## src/rtl/bcd_ctrl_pkg.sv

```systemverilog
// bcd_ctrl_pkg: shared constants, FSM states and helpers for the BCD trigger controller
package bcd_ctrl_pkg;
  localparam int NUM_CH = 4;
  typedef enum logic [1:0] {IDLE, FIRE, GAP} state_e;
  function automatic int cnt_w(input int n);
    return (n < 2) ? 1 : $clog2(n + 1);
  endfunction
  localparam int DEB_W_DEF = cnt_w(4);
  localparam int REP_W_DEF = cnt_w(50);
  function automatic logic [NUM_CH-1:0] onehot4(input logic [1:0] g);
    onehot4 = '0;
    onehot4[g] = 1'b1;
  endfunction
endpackage

```

## src/rtl/bcd_debounce.sv

```systemverilog
// bcd_debounce: 2-flop synchronizer, debounce counter and registered rising-edge pulse for one button
// ports: clk_i, reset_i (sync, active-high), button_i (raw async), level_o (debounced), rise_o (1-cycle pulse)
module bcd_debounce
  import bcd_ctrl_pkg::*;
#(
  parameter int DEBOUNCE_CYCLES = 4
) (
  input  logic clk_i,
  input  logic reset_i,
  input  logic button_i,
  output logic level_o,
  output logic rise_o
);
  localparam int W = cnt_w(DEBOUNCE_CYCLES);
  localparam logic [W-1:0] LAST = W'(DEBOUNCE_CYCLES - 1);
  logic s1_q, s2_q, lvl_q, lvl_d, rise_q, hit;
  logic [W-1:0] cnt_q, cnt_d;
  always_comb begin
    hit = (s2_q != lvl_q) && (cnt_q == LAST);
    lvl_d = hit ? s2_q : lvl_q;
    cnt_d = (s2_q == lvl_q || hit) ? '0 : cnt_q + 1'b1;
  end
  always_ff @(posedge clk_i) begin
    if (reset_i) begin
      s1_q <= 1'b0;
      s2_q <= 1'b0;
      lvl_q <= 1'b0;
      cnt_q <= '0;
      rise_q <= 1'b0;
    end else begin
      s1_q <= button_i;
      s2_q <= s1_q;
      lvl_q <= lvl_d;
      cnt_q <= cnt_d;
      rise_q <= lvl_d & ~lvl_q;
    end
  end
  assign level_o = lvl_q;
  assign rise_o = rise_q;
endmodule

```

## src/rtl/bcd_trigger_ctrl.sv

```systemverilog
// bcd_trigger_ctrl: debounced pushbutton front-end issuing round-robin single-cycle trigger pulses
// ports: clk_i, reset_i (sync, active-high), button_i[3:0] (raw), enable_i (gates new grants),
//        trigger_o[3:0] (one-hot pulse), pending_o[3:0] (request flags), busy_o (FSM not IDLE)
// option: define BCD_AUTO_REPEAT_EN for hold-to-repeat (REPEAT_DELAY, then every REPEAT_PERIOD)
module bcd_trigger_ctrl
  import bcd_ctrl_pkg::*;
#(
  parameter int DEBOUNCE_CYCLES = 4,
  parameter int REPEAT_DELAY = 50,
  parameter int REPEAT_PERIOD = 10
) (
  input  logic              clk_i,
  input  logic              reset_i,
  input  logic [NUM_CH-1:0] button_i,
  input  logic              enable_i,
  output logic [NUM_CH-1:0] trigger_o,
  output logic [NUM_CH-1:0] pending_o,
  output logic              busy_o
);
  state_e state_q, state_d;
  logic [1:0] ptr_q, ptr_d, gnt;
  logic [NUM_CH-1:0] pend_q, pend_d, trig_q, trig_d, lvl, rise, rep;
  logic busy_q, found, grant;
  for (genvar i = 0; i < NUM_CH; i++) begin : g_ch
    bcd_debounce #(.DEBOUNCE_CYCLES(DEBOUNCE_CYCLES)) u_deb (
      .clk_i(clk_i),
      .reset_i(reset_i),
      .button_i(button_i[i]),
      .level_o(lvl[i]),
      .rise_o(rise[i])
    );
  end
`ifdef BCD_AUTO_REPEAT_EN
  localparam int RW = cnt_w(REPEAT_DELAY > REPEAT_PERIOD ? REPEAT_DELAY : REPEAT_PERIOD);
  logic [NUM_CH-1:0][RW-1:0] rcnt_q, rcnt_d;
  logic [NUM_CH-1:0] armed_q, armed_d;
  // rcnt counts cycles since the level rose or since the last re-arm; the first
  // re-arm waits REPEAT_DELAY, later ones REPEAT_PERIOD
  always_comb begin
    rep = '0;
    rcnt_d = '0;
    armed_d = '0;
    for (int i = 0; i < NUM_CH; i++) begin
      rep[i] = lvl[i] && (rcnt_q[i] == (armed_q[i] ? RW'(REPEAT_PERIOD) : RW'(REPEAT_DELAY)));
      rcnt_d[i] = !lvl[i] ? '0 : rep[i] ? RW'(1) : rcnt_q[i] + 1'b1;
      armed_d[i] = lvl[i] && (armed_q[i] || rep[i]);
    end
  end
  always_ff @(posedge clk_i) begin
    if (reset_i) begin
      rcnt_q <= '0;
      armed_q <= '0;
    end else begin
      rcnt_q <= rcnt_d;
      armed_q <= armed_d;
    end
  end
`else
  logic unused_rep;
  assign rep = '0;
  assign unused_rep = ^{lvl, REPEAT_DELAY[0], REPEAT_PERIOD[0]};
`endif
  // scan downward so the lowest offset from the pointer is the one that sticks
  always_comb begin
    gnt = ptr_q;
    found = 1'b0;
    for (int k = NUM_CH - 1; k >= 0; k--) begin
      if (pend_q[ptr_q + 2'(k)]) begin
        gnt = ptr_q + 2'(k);
        found = 1'b1;
      end
    end
    grant = (state_q == IDLE) && enable_i && found;
    state_d = (state_q == IDLE) ? (grant ? FIRE : IDLE) : (state_q == FIRE) ? GAP : IDLE;
    trig_d = grant ? onehot4(gnt) : '0;
    ptr_d = grant ? gnt + 2'd1 : ptr_q;
    pend_d = (pend_q & ~trig_d) | rise | rep;
  end
  always_ff @(posedge clk_i) begin
    if (reset_i) begin
      state_q <= IDLE;
      ptr_q <= '0;
      pend_q <= '0;
      trig_q <= '0;
      busy_q <= 1'b0;
    end else begin
      state_q <= state_d;
      ptr_q <= ptr_d;
      pend_q <= pend_d;
      trig_q <= trig_d;
      busy_q <= state_d != IDLE;
    end
  end
  assign trigger_o = trig_q;
  assign pending_o = pend_q;
  assign busy_o = busy_q;
endmodule
```

## config.mk

```make
export PLATFORM = sky130hd
export DESIGN_NAME = bcd_trigger_ctrl
export DESIGN_NICKNAME = d
export VERILOG_FILES = /design/src/rtl/bcd_ctrl_pkg.sv /design/src/rtl/bcd_debounce.sv /design/src/rtl/bcd_trigger_ctrl.sv
export SDC_FILE = /design/constraint.sdc
export NUM_CORES = 1
export LEC_CHECK = 0
export BUFFER_PORTS_ARGS = -buffer_cell sky130_fd_sc_hd__buf_4
export CAP_MARGIN = 40
export CORE_MARGIN = 1.5
export CORE_UTILIZATION = 64
export CTS_BUF_LIST = sky130_fd_sc_hd__clkbuf_8
export CTS_CLUSTER_DIAMETER = 100
export DETAILED_ROUTE_END_ITERATION = 10
export PLACE_DENSITY_LB_ADDON = 0.05
export RECOVER_POWER = 50
export SETUP_SLACK_MARGIN = 0.05
export SYNTH_ARGS = -nofsm -noshare
export SYNTH_HDL_FRONTEND = slang
export SYNTH_SLANG_ARGS = --single-unit
```

## constraint.sdc

```tcl
create_clock -name clk_i -period 5 [get_ports clk_i]
set_input_delay 0.5 -clock clk_i [delete_from_list [all_inputs] [get_ports clk_i]]
set_output_delay 0.5 -clock clk_i [all_outputs]
set_load 0.01 [all_outputs]
```

==> impl_metrics.prom <==
# TYPE chip_impl_metric gauge
chip_impl_info{name="result_of_the_run",value="complete, no violations"} 1
chip_impl_metric{name="synth_area",unit="µm²"} 1480
chip_impl_metric{name="dp_cells",unit=""} 184
chip_impl_metric{name="cts.hold.buffers_added",unit=""} 0
chip_impl_metric{name="dieHeight",unit="µm"} 51.1
chip_impl_metric{name="global_route.usage.total",unit=""} 0.204
chip_impl_metric{name="drt_iter0_markers",unit=""} 7
chip_impl_metric{name="drc_errors",unit=""} 0
chip_impl_info{name="grt_setup_unrepaired",value="false"} 1
chip_impl_metric{name="power.share.switching",unit=""} 0.192
chip_impl_metric{name="seq_power_share",unit=""} 0.582
chip_impl_info{name="tritoncts",value="yes"} 1
chip_impl_metric{name="finalSetupTns",unit="ns"} 0
chip_impl_metric{name="routed_via_density",unit=""} 5.14
chip_impl_metric{name="synth_largest_type_area_fraction",unit=""} 0.554
chip_impl_metric{name="cp_data_arrival_time",unit="ns"} 1.94
chip_impl_metric{name="cellInternalPower",unit="W"} 0.000461
chip_impl_metric{name="route.antenna.remaining_nets",unit=""} 0
chip_impl_metric{name="max_fo_critical_path",unit=""} 28
chip_impl_metric{name="timing.final.crit_period",unit="ns"} 1.77
chip_impl_metric{name="final_util",unit=""} 0.773
chip_impl_metric{name="clock_power_share",unit=""} 0.396
chip_impl_metric{name="synth_nets",unit=""} 160
chip_impl_metric{name="finalNonFillerCells",unit=""} 192
chip_impl_metric{name="fmaxAchievable",unit="GHz"} 0.564
chip_impl_metric{name="cts_made_buffers",unit=""} 5
chip_impl_metric{name="cts_max_level",unit=""} 2
chip_impl_metric{name="clockBufferDepth",unit=""} 2
chip_impl_metric{name="num_clock_sinks",unit=""} 41
chip_impl_metric{name="clk_pin_slew_worst_paths",unit="ns"} 0.07
chip_impl_metric{name="starting_density_of_the_core",unit=""} 0.677
chip_impl_metric{name="maximum_number_of_pins_on_one_net_before_global_route_repair",unit=""} 29
chip_impl_metric{name="timing_max_transition_violations_final",unit=""} 0
chip_impl_metric{name="drive_gt1_frac",unit=""} 0.165
chip_impl_info{name="post-synth-top-area-cell",value="sky130_fd_sc_hd__dfxtp_1"} 1
chip_impl_metric{name="placement.cell_area",unit="µm²"} 1610
chip_impl_metric{name="detail_route.wl_per_cell",unit="µm"} 11.3
chip_impl_metric{name="grt-ovfl-total",unit=""} 0
chip_impl_metric{name="finalSetupViolCount",unit=""} 0
chip_impl_metric{name="p_sw",unit="W"} 0.000110
chip_impl_metric{name="met2_wirelength",unit="mm"} 1.12
chip_impl_metric{name="power.total",unit="W"} 0.000571
chip_impl_metric{name="design.die.area",unit="µm²"} 2610
chip_impl_metric{name="worst_margin_slew",unit="ns"} 1.11
chip_impl_metric{name="met1Wirelength",unit="µm"} 897
chip_impl_metric{name="maxSlewHeadroom",unit=""} 0.257
chip_impl_metric{name="vias",unit=""} 987
chip_impl_metric{name="syn_area_per_cell",unit="µm²"} 10.2
chip_impl_metric{name="drt-pass1-iter-count",unit=""} 2
chip_impl_info{name="hold_path.class",value="flop to flop"} 1
chip_impl_metric{name="synth.distinct_cells",unit=""} 31
chip_impl_metric{name="grt_pass1_wl",unit="mm"} 3.77
chip_impl_info{name="element_type_at_the_critical_path_start",value="input port"} 1
chip_impl_info{name="clock_root_buffer",value="sky130_fd_sc_hd__clkbuf_8"} 1
chip_impl_metric{name="post-dp-hpwl",unit="mm"} 1.56
chip_impl_metric{name="post-cts-setup-buffers",unit=""} 0
chip_impl_info{name="maxUsedRoutingLayer",value="met4"} 1
chip_impl_metric{name="clk_latency",unit="ns"} 0.28
chip_impl_metric{name="leakagePower",unit="nW"} 0.694
chip_impl_metric{name="finalCritPeriodShare",unit=""} 0.355
chip_impl_metric{name="drt_wl_total",unit="mm"} 2.17
chip_impl_metric{name="synth-seq-cells",unit=""} 41
chip_impl_metric{name="chipWidth",unit="µm"} 51.1
chip_impl_metric{name="cap_violations",unit=""} 0
chip_impl_metric{name="synth_cells",unit=""} 145
chip_impl_info{name="worstSetupEndpointType",value="flop"} 1
chip_impl_metric{name="critical_path_required",unit="ns"} 5.17
chip_impl_metric{name="fp-row-count",unit=""} 17
chip_impl_metric{name="area_growth_syn_to_layout",unit="%"} 14.2
chip_impl_metric{name="finalHoldViolations",unit=""} 0
chip_impl_metric{name="final.setup_skew",unit="ns"} 0.00419
chip_impl_metric{name="grt_pass1_vias",unit=""} 923
chip_impl_metric{name="yosysSeqAreaShare",unit=""} 0.554
chip_impl_metric{name="io-pin-count",unit=""} 16
chip_impl_metric{name="gpl.final_weighted_congestion",unit=""} 0.799
chip_impl_metric{name="coreArea",unit="µm²"} 2190
chip_impl_metric{name="placement.io_buffers",unit=""} 15
chip_impl_metric{name="final_nets",unit=""} 178
chip_impl_info{name="worst-setup-path-type",value="input port to flop"} 1
chip_impl_info{name="layout.cells.most_common_list",value="sky130_fd_sc_hd__dfxtp_1, sky130_fd_sc_hd__nor2_1, sky130_fd_sc_hd__nor2b_1"} 1
chip_impl_metric{name="antenna_found_initial",unit=""} 0
chip_impl_metric{name="pd_cells",unit="nW/µm²"} 337
chip_impl_metric{name="insertedDiodeCount",unit=""} 0
chip_impl_metric{name="comb_power_share",unit=""} 0.022
chip_impl_metric{name="route.met3.wl",unit="µm"} 90
chip_impl_info{name="layout.cells.most_common",value="sky130_fd_sc_hd__dfxtp_1"} 1
chip_impl_metric{name="worst_ir_drop_vdd",unit="V"} 0.000253
chip_impl_metric{name="yosysWarningCount",unit=""} 0
chip_impl_metric{name="layout.cell_area.non_filler",unit="µm²"} 1690
chip_impl_info{name="synth.top_cells.by_area",value="sky130_fd_sc_hd__dfxtp_1, sky130_fd_sc_hd__ha_1, sky130_fd_sc_hd__nor2_1"} 1
chip_impl_metric{name="postCtsResizedCells",unit=""} 0
final timing paths:
check / startpoint / to / slack, ns / depth (start not counted)
min reg2reg: g_ch[1].u_deb.cnt_q[0] / g_ch[1].u_deb.cnt_q[0] / 0.42 / 1
max: reset_i / busy_o / 3.23 / 3
min: g_ch[1].u_deb.cnt_q[0] / g_ch[1].u_deb.cnt_q[0] / 0.42 / 1
max reg2reg: pending_o[3] / pending_o[3] / 3.26 / 5
state kept, by name (all words and copies together), names as in the netlist:
register and flops:
pending_o 4, g_ch.u_deb.cnt_q 12, state_q 2, g_ch.u_deb.rise_o 4
trigger_o 4, g_ch.u_deb.s1_q 4, busy_o 1, g_ch.u_deb.level_o 4
ptr_q 2, g_ch.u_deb.s2_q 4
logic make-up after synthesis:
family,synth area share
flip-flops,0.554
adder cells (fa/ha/maj),0.0675
AO/OA/AOI/OAI,0.0532
XOR/XNOR,0.0295
buffers and inverters,0.0363
AND/OR/NAND/NOR,0.233
multiplexers,0.0270
Yosys cell counts:
master	count
sky130_fd_sc_hd__nor4_1	1
sky130_fd_sc_hd__or4_4	1
sky130_fd_sc_hd__a311oi_2	1
sky130_fd_sc_hd__ha_1	8
sky130_fd_sc_hd__nor3_1	8
sky130_fd_sc_hd__nor2_2	1
sky130_fd_sc_hd__or2_2	2
sky130_fd_sc_hd__nor2b_1	11
sky130_fd_sc_hd__dfxtp_1	41
sky130_fd_sc_hd__nand2_2	1
sky130_fd_sc_hd__nand2_1	2
sky130_fd_sc_hd__nor3b_1	2
sky130_fd_sc_hd__xor2_1	1
sky130_fd_sc_hd__nor2_1	26
sky130_fd_sc_hd__mux2i_1	4
sky130_fd_sc_hd__a22o_1	1
sky130_fd_sc_hd__and2b_2	1
sky130_fd_sc_hd__o21ai_0	2
sky130_fd_sc_hd__o41ai_2	1
sky130_fd_sc_hd__clkbuf_1	3
sky130_fd_sc_hd__and4b_2	1
sky130_fd_sc_hd__or3_1	4
sky130_fd_sc_hd__inv_1	10
sky130_fd_sc_hd__a21oi_1	2
sky130_fd_sc_hd__o211a_1	1
sky130_fd_sc_hd__nand3_1	1
sky130_fd_sc_hd__nor4b_2	1
sky130_fd_sc_hd__and3b_1	1
sky130_fd_sc_hd__a211o_1	1
sky130_fd_sc_hd__buf_2	1
sky130_fd_sc_hd__xnor2_1	4
metrics by stage:
step                      setup WS (ns)  hold slack, ns
after floorplan                    3.35           0.399
after global placement             3.27           0.406
after detailed placement           3.19           0.410
after CTS                          3.28           0.418
after global routing               3.10           0.418
final                              3.23           0.417
cell type report:
type	instances	area [µm²]
clock buffer	7	96.3
sequential	41	821
multi-input combinational	90	608
clock inverter	1	5.00
fill	151	498
inverter	10	37.5
tap	28	35.0
timing repair buffer	15	90.1
critical path, stage by stage:
cell and delay, ns:
sky130_fd_sc_hd__clkbuf_1 0.80, sky130_fd_sc_hd__nor2_1 0.26, sky130_fd_sc_hd__or2_2 0.37
power by group through the flow:
stage,Sequential [W],Clock (W),Combinational [W]
detailed placement,0.000340,0,0.0000128
global route,0.000333,0.000245,0.0000138
CTS,0.000332,0.000232,0.0000130
finish,0.000332,0.000226,0.0000125
floorplan,0.000339,0,0.00000840
global placement,0.000339,0,0.0000124
per-layer routing:
metal  vias up  GRT usage
met3         8     0.0614
li1        513          -
met5         -          0
met4         0      0.135
met1       445      0.208
met2        21      0.355
No activity file was read; power rests on OpenSTA's default activity.
